`src/rtl/mux_scan_pkg.sv`:
```
// Shared constants and types for the mux scan sequencer.
// The sequencer walks the four channels of a 4:1 mux.
package mux_scan_pkg;

    localparam int N_CH  = 4;
    localparam int SEL_W = 2;

    typedef enum logic {
        IDLE = 1'b0,
        SCAN = 1'b1
    } scan_state_t;

    // A one-cycle dwell still needs a 1-bit counter so the port widths stay legal.
    function automatic int cnt_width(input int dwell);
        return (dwell > 1) ? $clog2(dwell) : 1;
    endfunction

endpackage

```
`src/rtl/mux_scan_dwell_cnt.sv`:
```
// Dwell counter: counts 0..DWELL-1 while enabled.
// last flags the sample cycle of the current channel.
module mux_scan_dwell_cnt
    import mux_scan_pkg::*;
#(
    parameter int DWELL = 2
) (
    input  logic clk,
    input  logic rst_n,
    input  logic clr,
    input  logic en,
    output logic last
);

    localparam int              CNT_W    = cnt_width(DWELL);
    localparam logic [CNT_W-1:0] LAST_VAL = CNT_W'(DWELL - 1);

    logic [CNT_W-1:0] cnt_q;
    logic [CNT_W-1:0] cnt_d;

    assign last = (cnt_q == LAST_VAL);

    // NOTE: every always_comb output gets a default first so no latch is inferred.
    always_comb begin
        cnt_d = cnt_q;
        if (clr) begin
            cnt_d = '0;
        end else if (en) begin
            cnt_d = last ? '0 : cnt_q + 1'b1;
        end
    end

    // NOTE: sequential state uses non-blocking assignments only.
    always_ff @(posedge clk) begin
        if (!rst_n) begin
            cnt_q <= '0;
        end else begin
            cnt_q <= cnt_d;
        end
    end

endmodule

```
`src/rtl/mux_scan_sequencer.sv`:
```
// Steps mux select through channels 0..3, samples y_in at the end of each dwell,
// and delivers the 4-bit snapshot over a valid/ready handshake.
module mux_scan_sequencer
    import mux_scan_pkg::*;
#(
    parameter int DWELL = 2
) (
    input  logic             clk,
    input  logic             rst_n,
    input  logic             start,
    input  logic             cont,
    output logic [SEL_W-1:0] sel,
    input  logic             y_in,
    output logic [N_CH-1:0]  snap,
    output logic             snap_valid,
    input  logic             snap_ready,
    output logic             busy,
    output logic             overrun,
    input  logic             ovr_clr
);

    localparam logic [SEL_W-1:0] LAST_CH = SEL_W'(N_CH - 1);

    scan_state_t      state_q, state_d;
    logic [SEL_W-1:0] ch_q, ch_d;
    logic [N_CH-1:0]  shadow_q, shadow_d;
    logic [N_CH-1:0]  snap_q, snap_d;
    logic             valid_q, valid_d;
    logic             busy_q, busy_d;
    logic             ovr_q, ovr_d;

    logic             dwell_last;
    logic             accept;
    logic             sample;
    logic             frame_end;
    logic             drop;
    logic [N_CH-1:0]  frame_word;

    mux_scan_dwell_cnt #(
        .DWELL (DWELL)
    ) u_dwell_cnt (
        .clk   (clk),
        .rst_n (rst_n),
        .clr   (state_q == IDLE),
        .en    (state_q == SCAN),
        .last  (dwell_last)
    );

    assign accept    = valid_q & snap_ready;
    assign sample    = (state_q == SCAN) & dwell_last;
    assign frame_end = sample & (ch_q == LAST_CH);

    // The word handed downstream must include the bit captured on this very edge.
    always_comb begin
        frame_word       = shadow_q;
        frame_word[ch_q] = y_in;
    end

    always_comb begin
        state_d  = state_q;
        ch_d     = ch_q;
        shadow_d = shadow_q;
        snap_d   = snap_q;
        valid_d  = valid_q & ~accept;
        ovr_d    = ovr_q;
        drop     = 1'b0;

        case (state_q)
            IDLE: begin
                if (start) begin
                    state_d = SCAN;
                    ch_d    = '0;
                end
            end
            SCAN: begin
                if (sample) begin
                    shadow_d = frame_word;
                    ch_d     = ch_q + 1'b1;
                    if (frame_end) begin
                        if (!valid_q || accept) begin
                            snap_d  = frame_word;
                            valid_d = 1'b1;
                        end else begin
                            drop = 1'b1;
                        end
                        if (!cont) begin
                            state_d = IDLE;
                        end
                    end
                end
            end
            default: state_d = IDLE;
        endcase

        // A fresh drop outranks a clear on the same edge.
        if (drop) begin
            ovr_d = 1'b1;
        end else if (ovr_clr) begin
            ovr_d = 1'b0;
        end

        busy_d = (state_d == SCAN);
    end

    // NOTE: the shadow register is reset like any other flop; it is only four bits.
    always_ff @(posedge clk) begin
        if (!rst_n) begin
            state_q  <= IDLE;
            ch_q     <= '0;
            shadow_q <= '0;
            snap_q   <= '0;
            valid_q  <= 1'b0;
            busy_q   <= 1'b0;
            ovr_q    <= 1'b0;
        end else begin
            state_q  <= state_d;
            ch_q     <= ch_d;
            shadow_q <= shadow_d;
            snap_q   <= snap_d;
            valid_q  <= valid_d;
            busy_q   <= busy_d;
            ovr_q    <= ovr_d;
        end
    end

    assign sel        = ch_q;
    assign snap       = snap_q;
    assign snap_valid = valid_q;
    assign busy       = busy_q;
    assign overrun    = ovr_q;

endmodule

```
`config.mk`:
```
export PLATFORM = sky130hd
export DESIGN_NAME = mux_scan_sequencer
export DESIGN_NICKNAME = d
export VERILOG_FILES = /design/src/rtl/mux_scan_pkg.sv /design/src/rtl/mux_scan_dwell_cnt.sv /design/src/rtl/mux_scan_sequencer.sv
export SDC_FILE = /design/constraint.sdc
export NUM_CORES = 1
export LEC_CHECK = 0
export ABC_CLOCK_PERIOD_IN_PS = 1800
export BUFFER_PORTS_ARGS = -buffer_cell sky130_fd_sc_hd__buf_2
export CAP_MARGIN = 10
export CORE_AREA = 2 2 39 41
export CTS_CLUSTER_DIAMETER = 100
export CTS_CLUSTER_SIZE = 10
export DETAILED_ROUTE_END_ITERATION = 8
export DIE_AREA = 0 0 41 43
export PLACE_DENSITY_LB_ADDON = 0.15
export REMOVE_ABC_BUFFERS = 1
export SYNTH_ARGS = -nofsm -noshare
export SYNTH_HDL_FRONTEND = slang
export SYNTH_SLANG_ARGS = --single-unit
export TNS_END_PERCENT = 10
```
`constraint.sdc`:
```
create_clock -name clk -period 1.8 [get_ports clk]
set_input_delay 0.27 -clock clk [delete_from_list [all_inputs] [get_ports clk]]
set_output_delay 0.27 -clock clk [all_outputs]
set_load 0.05 [all_outputs]
```
; ---- Word-level counts from Yosys, hierarchy flattened
; Cells that the tools add are included.
[classes]
add_sub_neg = 2
n_lt_le_gt_ge = 2
eq_ne = 3
muxes = 21
n_bitwise = 7
reduce_logical = 8
[ops]
columns = cell, count
row1 = 1-bit two-way mux, 15
row2 = 1-bit AND, 4
row3 = 4-bit bitwise mux, 1
row4 = 2-bit two-way mux, 2
row5 = 2-bit one-hot mux with 2 select lines, 1
row6 = 2-bit AND reduction, 2
row7 = 4-bit AND reduction, 1
row8 = "2-bit by 3-bit less-than comparator with 1-bit output, second input constant", 1
row9 = 1-bit inverter, 3
row10 = 3-bit OR reduction, 1
row11 = "2-bit by 1-bit adder with 2-bit output, second input constant", 1
row12 = 1-bit demux with 2-bit select, 1
row13 = "2-bit equality test, second input constant", 1
row14 = "2-bit by 1-bit greater-or-equal comparator with 1-bit output, second input constant", 1
row15 = "2-bit by 1-bit != test with 1-bit output, second input constant", 1
row16 = "2-bit != test, second input constant", 1
row17 = 1-bit one-hot mux with 2 select lines, 1
row18 = 2-bit nonzero test, 1
row19 = "1-bit adder, second input constant", 1
row20 = 1-bit logical AND, 1
row21 = 1-bit logical NOT, 1
row22 = 1-bit logical OR, 1
[totals]
register_bits = 14
inputBits = 7
output_inout_bits = 9
elab_cells = 50

; ---- Logic depth before layout (Yosys ltp)
; Gate-level depths: netlist of the first run.
[logic_depth]
ltp_word = 7
mapped_depth = 5
mapped_depth_nobuf = 5

; ---- Cells and area by module
; Synthesis of the first run repeated with hierarchy kept, for this count alone.
[hier_totals]
hier_cells = 64
area_unflattened_um2 = 631.9
[by_module_without_submodules]
columns = module, instances, cells_per_inst, area_per_inst_um2, seq_area_each_um2
row1 = mux_scan_sequencer, 1, 61, 590.6, 240.2
row2 = mux_scan_dwell_cnt, 1, 3, 41.3, 20.0

; ---- Worst setup path after synthesis of the first run
; Ideal clock, no wire load.
[synth_path]
path_type = register -> register
startpoint = reg ch_q[0], in the netlist sel[0]
endpoint = reg snap_q[3], in the netlist snap[3]
setup_time_ns = 0.072
t_arrival_ns = 1.516
t_required_ns = 1.728
path_slack_ns = 0.213
stages_incl_launch_ff = 6
n_path_buf = 1
synth_period_minus_slack_ns = 1.587
cell_sequence = dfxtp_1 -> ha_1 -> and3_4 -> buf_6 -> and2_4 -> mux2i_1
[synth_between]
elab_chain_len = 5
word_cells_on_any_way = 9
cone_classes = order compare (2) / eq/ne (1) / mux (3) / bitwise (1) / reduce/logical (2)
[synth_rtl]
columns = element, line
row1 = start: declaration, mux_scan_sequencer.sv:25  ; logic [SEL_W-1:0] ch_q, ch_d;
row2 = start signal: assignment, mux_scan_sequencer.sv:117  ; ch_q <= ch_d;
row3 = 2-bit by 3-bit less-than comparator with 1-bit output (not written as such) or 2-bit by 1-bit greater-or-equal comparator with 1-bit output (tied branches), mux_scan_sequencer.sv:56  ; frame_word[ch_q] = y_in;
row4 = 1-bit logical AND (not written as such), mux_scan_sequencer.sv:56
row5 = 1-bit two-way mux (not written as such), mux_scan_sequencer.sv:56
row6 = 1-bit demux with 2-bit select, mux_scan_sequencer.sv:56
row7 = 4-bit bitwise mux, mux_scan_sequencer.sv:56
row8 = end signal: assignment, mux_scan_sequencer.sv:119  ; snap_q <= snap_d;
row9 = end: declaration, mux_scan_sequencer.sv:27  ; logic [N_CH-1:0] snap_q, snap_d;
; Parallel ways exist; a longest one is shown, timed or not.
; A chain may end at the register's enable or synchronous reset.

; ---- Final worst setup path of the first run
[layout_path]
startpoint = reg busy_q, in the netlist busy
endpoint = out busy
[layout_lines]
columns = element, line
row1 = start: declaration, mux_scan_sequencer.sv:29  ; logic busy_q, busy_d;
row2 = start signal: assignment, mux_scan_sequencer.sv:121  ; busy_q <= busy_d;
row3 = end: declaration, mux_scan_sequencer.sv:17  ; output logic busy,
; No word-level cell between the ends.

==> results of run 1 <==
[power by group through the flow]
stage	registers, µW	logic [µW]	clock network, µW
after floorplan	314	16.7	0
after detailed placement	307	40.8	0
after CTS	300	41.1	185
after global routing	302	44.8	203
after global placement	307	41.0	0
final	301	40.8	176
[worst register-to-register path: stages, from the launching register on]
cell	delay (ns)
sky130_fd_sc_hd__dfxtp_1	0.37
sky130_fd_sc_hd__ha_1	0.24
sky130_fd_sc_hd__and3_4	0.20
sky130_fd_sc_hd__and2_4	0.15
sky130_fd_sc_hd__o211a_1	0.21
[kinds of logic (layout without fill, tap and decap cells)]
group                      Yosys count  count (layout)  share of synthesized area
DFF                                 13              13                     0.4135
buffers and inverters                9              24                    0.08946
and+or+nand+nor                     18              18                     0.1591
AOI/OAI and AO/OA                   11              11                     0.1233
muxes                                8               8                     0.1352
adders and majority gates            4               4                    0.07953
[flip-flops by register name, summed over array words and instances, names as in the netlist]
signal / cells
snap_valid: 1
sel: 2
shadow_q: 3
overrun: 1
busy: 1
snap: 4
u_dwell_cnt.last: 1
[layout by cell type, fill, tap and decap left out, types with 2 or more instances in the layout]
master	netlist	routed
sky130_fd_sc_hd__clkbuf_4	0	3
sky130_fd_sc_hd__buf_2	0	15
sky130_fd_sc_hd__nand2_1	2	2
sky130_fd_sc_hd__mux2i_1	7	7
sky130_fd_sc_hd__inv_1	5	5
sky130_fd_sc_hd__ha_1	4	4
sky130_fd_sc_hd__nor2_1	3	3
sky130_fd_sc_hd__o211a_1	2	2
sky130_fd_sc_hd__and2_1	2	2
sky130_fd_sc_hd__a21oi_1	3	3
sky130_fd_sc_hd__nand3_1	7	7
sky130_fd_sc_hd__dfxtp_1	13	13
[layer usage]
metal | GRT usage | share of wire | up-vias
met5 | 0 | 0 | -
met3 | 0.06806 | 0.063 | 4
li1 | - | - | 247
met4 | 0.08000 | 0.020 | 0
met2 | 0.2188 | 0.42 | 13
met1 | 0.2026 | 0.49 | 200
[per-stage QoR]
| stage | setup WS, ns | utilization | instance area (µm²) | hold WS, ns | cells |
|---|---|---|---|---|---|
| after floorplan | 0.2749 | - | 591.8 | 0.3917 | 59 |
| after global placement | 0.5458 | 0.4964 | 686.9 | 0.4418 | 90 |
| after detailed placement | 0.5409 | 0.4964 | 686.9 | 0.4515 | 90 |
| after CTS | 0.3587 | 0.5154 | 713.2 | 0.2354 | 94 |
| after global routing | 0.2835 | 0.5154 | 713.2 | 0.2560 | 94 |
| final | 0.3645 | 0.5154 | 713.2 | 0.2453 | 94 |
[area by class of cell]
cell class                      instances  share of cell area
Multi-Input combinational cell         41              0.4386
Clock buffer                            4             0.03684
Sequential cell                        13              0.3649
Timing Repair Buffer                   15              0.1053
Inverter                                5             0.02632
Tap cell                               16             0.02807
[path summary, 6_finish.rpt]
kind,start,to,cells after the start
min reg2reg,snap[3],snap[3],2
max reg2reg,sel[0],snap[1],4
max,busy,busy,1
min,cont,busy,3
==> metrics, run 1 <==
width of the chip roughly 40 µm; Top FF cell, synth sky130_fd_sc_hd__dfxtp_1; Worst Setup Start Kind flip-flop; final worst clock skew 0.005257 ns; worst-skew pair later-pin latency 0.27 ns; antenna violations before repair 0; portion of the post-synthesis area used by sequential elements 0.4135; number of warnings printed during yosys synthesis 0; Synth Cell Area 629.4 µm²; gate count of the mapped netlist 63; cells along the critical path buf_2; gr usage total 0.1584; cell accounting for the most synthesized area sky130_fd_sc_hd__dfxtp_1; proportion of power drawn by combinational gates 0.079; H-tree depth reported by CTS 1; clock share of power 0.340; Congestion Overflow GR 0; final net count 90; Internal Dissipation 393.7 µW; count of final hold-check violations 0; RSZ-0062 raised after global routing no; number of buffers between clock root and the deepest sink 2; count of cells resized by post-cts repair 0; wire length of the first global-routing pass 1849 µm; Area Growth Syn to Fin 13.32%; sequential cell area in the final layout ~260 µm²; Slew HR 0.7497; kind of critical path flip-flop to output port; starting DRC count in detailed routing 2; via density per instance a little under 5; number of global-route vias before repair 434; critical path required time roughly 1.5 ns; count of boundary I/O pins 16; Via Count 464; initial core utilization 0.4548; multi-input logic area 312.8 µm²; PortBufs 15; synth cell count leaders sky130_fd_sc_hd__dfxtp_1, sky130_fd_sc_hd__mux2i_1, sky130_fd_sc_hd__nand3_1; maximum fanout encountered on the critical timing path 12; post-DR wirelength/cell 11.74 µm; number of rows created at floorplan 14; Pwr per Cell Area 725.3 nW/µm²; total negative setup slack 0 ns; share of total power consumed by net switching 0.2389; worst reg-to-reg setup slack 0.52 ns; final routed DRC violation total 0; Async S/R FF share, synth 0; distinct cell type count of the synthesized netlist 23; clock slew at the register clock pins of the worst setup and hold paths 0.08 ns; Buf/Inv on CP 1; TritonCTS Sinks 13; Slew Limit Fails 0; Die Y around 43 µm; Maximum Capacitance Violations 0; pin count of the biggest net entering global routing 13; wire length after detailed routing roughly 1100 µm; DPL Wire Length approximately 840 µm; number of filler instances in the final layout 147; Avg Synthesized Cell Area 9.990 µm²; number of antenna cells inserted 0; final weighted congestion in routability-driven placement 0.7564; leading post-synthesis cells by cell area sky130_fd_sc_hd__dfxtp_1, sky130_fd_sc_hd__mux2i_1, sky130_fd_sc_hd__ha_1; Final min period roughly 1.4 ns; Crit-path slowest cell sky130_fd_sc_hd__dfxtp_1; largest stage delay on the critical path ~0.55 ns; number of setup violations in the final report 0; Critical Path Sink Type output port; number of buffers created by CTS 3; clock root buffer sky130_fd_sc_hd__clkbuf_4; Flop pwr share 0.581; fraction of synthesized cell area taken by the top area cell type 0.4135; TritonCTS clock tree yes; die area 1763 µm²; ratio of final minimum period to clock period 0.7975; overall power of the completed layout 517.3 µW; post-CTS setup-driven buffer insertion count 0; Min-Delay Path Class primary input to flip-flop; gate family responsible for the most delay along the worst path flip-flops; Core ar. 1384 µm²; actual transition at the worst max-transition pin 0.3749 ns; result of the run finished, final reports clean; count of flip-flops with a built-in enable after synthesis 0; iteration count of the initial detailed-routing pass 2; switching component of the power 123.6 µW; leading cell type by number of instances after synthesis sky130_fd_sc_hd__dfxtp_1; Critical Path AT 1.17 ns; upper clock frequency limit 696.6 MHz; post-synthesis register bit count 13; share of final-layout standard cells stronger than drive strength 1 0.2821; Max IR drop VDD around 0.00037 V; Final ANT Viol Nets 0; leakage component of the power 0.0003553 µW; number of buffers inserted by hold repair at cts 0
No activity file was read; power rests on OpenSTA's default activity.
==> run 2, diff against run 1 <==
--- a/config.mk
+++ b/config.mk
@@ -5,14 +5,14 @@
 export SDC_FILE = /design/constraint.sdc
 export NUM_CORES = 1
 export LEC_CHECK = 0
-export ABC_CLOCK_PERIOD_IN_PS = 1800
+export ABC_AREA = 1
+export ABC_CLOCK_PERIOD_IN_PS = 1500
 export BUFFER_PORTS_ARGS = -buffer_cell sky130_fd_sc_hd__buf_2
 export CAP_MARGIN = 10
-export CORE_AREA = 2 2 39 41
+export CORE_UTILIZATION = 49
 export CTS_CLUSTER_DIAMETER = 100
 export CTS_CLUSTER_SIZE = 10
 export DETAILED_ROUTE_END_ITERATION = 8
-export DIE_AREA = 0 0 41 43
 export PLACE_DENSITY_LB_ADDON = 0.15
 export REMOVE_ABC_BUFFERS = 1
 export SYNTH_ARGS = -nofsm -noshare
==> constraint.sdc (replaced) <==
create_clock -name clk -period 1.5 [get_ports clk]
set_input_delay 0.225 -clock clk [delete_from_list [all_inputs] [get_ports clk]]
set_output_delay 0.225 -clock clk [all_outputs]
set_load 0.05 [all_outputs]
==> run 2 against run 1 <==
Setup slack got worse by 0.14 ns. Sequential power rose by 30%. Sequential cell count grew 1. Critical path type is now flip-flop to flip-flop. Largest power group unchanged. Highest routed layer unchanged.
==> metrics, run 2 <==
Worst R2R Path Depth 6 (+2); pin count of the biggest net entering global routing 13 (unchanged); number of buffers between clock root and the deepest sink 2 (unchanged); gate family responsible for the most delay along the worst path simple AND/OR/NAND/NOR gates; last element of the critical path snap[2]; worst-skew pair later-pin latency 0.27 ns (about the same); cell area after placement 728.2 µm² (+6.0%); most frequent cells in the layout sky130_fd_sc_hd__nand2_1, sky130_fd_sc_hd__nor2_1, sky130_fd_sc_hd__buf_2, sky130_fd_sc_hd__dfxtp_1, sky130_fd_sc_hd__inv_1; Die Y 38.16 µm (-11%); Slew HR 0.8352 (+0.08543); H-tree depth reported by CTS 1 (unchanged); path length in cells of the critical path 6 (+5); actual transition at the worst max-transition pin 0.2490 ns (-0.1259 ns); Critical Path Sink Type flip-flop; count of cells resized by post-cts repair 0 (unchanged); simple-gate portion of the synthesized area 0.2871 (+0.1281); largest stage delay on the critical path 0.41 ns (-0.14 ns); count of flip-flops with a built-in enable after synthesis 0 (unchanged); overall power of the completed layout 659.3 µW (+27%); maximum fanout encountered on the critical timing path 8 (-4); Final min period ~1.3 ns; number of setup violations in the final report 0 (unchanged); Flop pwr share 0.594 (+0.013); Congestion Overflow GR 0 (unchanged); iteration count of the initial detailed-routing pass 4 (+2); setup slack after placement 0.2248 ns (-0.3160 ns); Core ar. 1156 µm² (-16%); clock root buffer sky130_fd_sc_hd__clkbuf_4; combinational family with the most area after synthesis simple AND/OR/NAND/NOR gates; RSZ-0062 raised after global routing no; share of final-layout standard cells stronger than drive strength 1 0.2157 (-0.06637); die area 1456 µm² (-17%); non-filler instance count after layout 116 (+23%); kind of critical path flip-flop to flip-flop; gate count of the mapped netlist 85 (+35%); number of rows created at floorplan 12 (-2); Worst Setup Start Kind flip-flop; Slew Limit Fails 0 (unchanged); number of antenna cells inserted 0 (unchanged); switching component of the power 165.0 µW (+34%); post-synthesis register bit count 14 (+1); Worst setup startpoint sel[1]; design area 750.7 µm² (+5.3%); Area Growth Syn to Fin 17.19%; critical path required time 1.67 ns (+0.14 ns); starting DRC count in detailed routing 4 (+2); final routed DRC violation total 0 (unchanged); post-CTS setup-driven buffer insertion count 0 (unchanged); Internal Dissipation 494.4 µW (+26%); synth cell count leaders sky130_fd_sc_hd__nand2_1, sky130_fd_sc_hd__nor2_1, sky130_fd_sc_hd__dfxtp_1; PortBufs 15 (unchanged); post-synthesis share of cell area spent on xor and xnor gates 0 (unchanged); DPL Wire Length 821.1 µm (-2.3%); Pwr per Cell Area 878.3 nW/µm² (+21%); Async S/R FF share, synth 0 (unchanged); initial core utilization 0.5541 (+0.09932); Min-Delay Path Class primary input to flip-flop; Buf/Inv on CP 0 (-1); count of final hold-check violations 0 (unchanged); distinct cell type count of the synthesized netlist 13 (-43%); Synth Cell Area 640.6 µm² (+1.8%); share of total power consumed by net switching 0.2502 (+0.01137); Critical Path AT 1.45 ns (+0.28 ns); final worst clock skew 0.002492 ns (-0.002765 ns); width of the chip 38.16 µm (-6.9%); setup ws final 0.2270 ns (-0.1375 ns); TritonCTS clock tree yes; Final ANT Viol Nets 0 (unchanged); leakage component of the power 0.0003602 µW (+1.4%); final standard cell utilization of the core 0.6494 (+0.1340); Critical R2R Capture snap[2]; Avg Synthesized Cell Area 7.537 µm² (-25%); via density per instance 4.750 (-3.8%); result of the run finished, final reports clean; Crit-path slowest cell sky130_fd_sc_hd__dfxtp_1; proportion of power drawn by combinational gates 0.097 (+0.018); leading post-synthesis cells by cell area sky130_fd_sc_hd__dfxtp_1, sky130_fd_sc_hd__nand2_1, sky130_fd_sc_hd__nor2_1; multiplexer share of the synthesized area 0 (-0.1352); Compound-Gate Fraction of Synth Area 0.1250 (+0.001740); Top FF cell, synth sky130_fd_sc_hd__dfxtp_1; number of global-route vias before repair 441 (+1.6%); most used cell, CP sky130_fd_sc_hd__nand2_1; number of buffers created by CTS 3 (unchanged); ratio of final minimum period to clock period 0.8487; fraction of synthesized cell area taken by the top area cell type 0.4375 (+0.02398); final weighted congestion in routability-driven placement 0.7331 (-3.1%); Reg2Reg Launch Point sel[1]; Via Count 551 (+19%); final net count 115 (+28%); wire length after detailed routing 1066 µm (-3.4%); post-DR wirelength/cell 9.190 µm (-22%); cells along the critical path ha_1 -> nand3_4 -> nor2_8 -> nand2_1 -> nand2_1 -> nor2_1; clock slew at the register clock pins of the worst setup and hold paths 0.08 ns (about the same); wire length of the first global-routing pass 1814 µm (-1.9%); Max IR drop VDD 0.0007929 V (+120%); clock share of power 0.309 (-0.031); Maximum Capacitance Violations 0 (unchanged); antenna violations before repair 0 (unchanged); portion of the post-synthesis area used by sequential elements 0.4375 (+0.02398); fraction of the mapped netlist area in adder cells 0.07813 (-0.001398); number of buffers inserted by hold repair at cts 0 (unchanged); number of warnings printed during yosys synthesis 0 (unchanged); gr usage total 0.1900 (+0.03153); TritonCTS Sinks 14 (+1); upper clock frequency limit roughly 790 MHz; number of filler instances in the final layout 102 (-31%); count of boundary I/O pins 16 (unchanged); cell accounting for the most synthesized area sky130_fd_sc_hd__dfxtp_1; total placed cells including tap cells 113 (+26%); worst reg-to-reg setup slack 0.23 ns (-0.29 ns)
## run 2: cell type report
type / count / area [µm²] / share of cell area
flip-flops and latches: 14 / 280.3 / 0.3733
well taps: 14 / 17.52 / 0.02333
inverters: 11 / 41.29 / 0.05500
repair buffers: 15 / 75.07 / 0.1000
multi-input cells: 59 / 314.1 / 0.4183
clock buffers: 3 / 22.52 / 0.03000
## run 2: through the flow
step | hold slack (ns) | TNS [ns]
final | 0.2106 | 0
after global routing | 0.2345 | 0
after CTS | 0.2082 | 0
after detailed placement | 0.4511 | 0
after global placement | 0.4449 | 0
after floorplan | 0.3377 | -0.1312
## run 2: cell families (layout without fill, tap and decap cells)
kind of cell / after synthesis / count (layout)
buf+inv: 12 / 29
simple gates: 39 / 39
fa+ha+maj: 4 / 4
compound gates: 16 / 16
flops: 14 / 14
## run 2: tightest hold or removal path, delay by kind of cell
kind / cells / cell delay, ns
compound gates: 1 / 0.12
simple gates: 1 / 0.03
buf+inv: 1 / 0.08
## run 2: power groups by stage
stage / registers (µW) / clock network (µW) / logic (µW)
6_report: 392 / 204 / 63.9
2_1_floorplan: 414 / 0 / 27.4
3_5_place_dp: 400 / 0 / 64.6
3_3_place_gp: 400 / 0 / 63.6
4_1_cts: 392 / 207 / 64.6
5_1_grt: 394 / 225 / 72.6
## run 2: worst min-delay path by stage
stage / start / to / slack (ns) / depth (start not counted)
detailed placement: shadow_q[3] / shadow_q[3] / 0.45 / 2
floorplan: rst_n / busy / 0.34 / 2
finish: cont / busy / 0.21 / 3
global route: ovr_clr / overrun / 0.23 / 4
CTS: cont / busy / 0.21 / 3
global placement: shadow_q[3] / shadow_q[3] / 0.44 / 2
## run 2: per-layer routing
metal	global-route usage	vias up	wire length (µm)	share of wire
li1	-	301	-	-
met1	0.2283	232	522	0.49
met2	0.2881	16	469	0.44
met3	0.1047	2	64	0.060
met4	0.05357	0	10	0.0094
met5	0	-	0	0
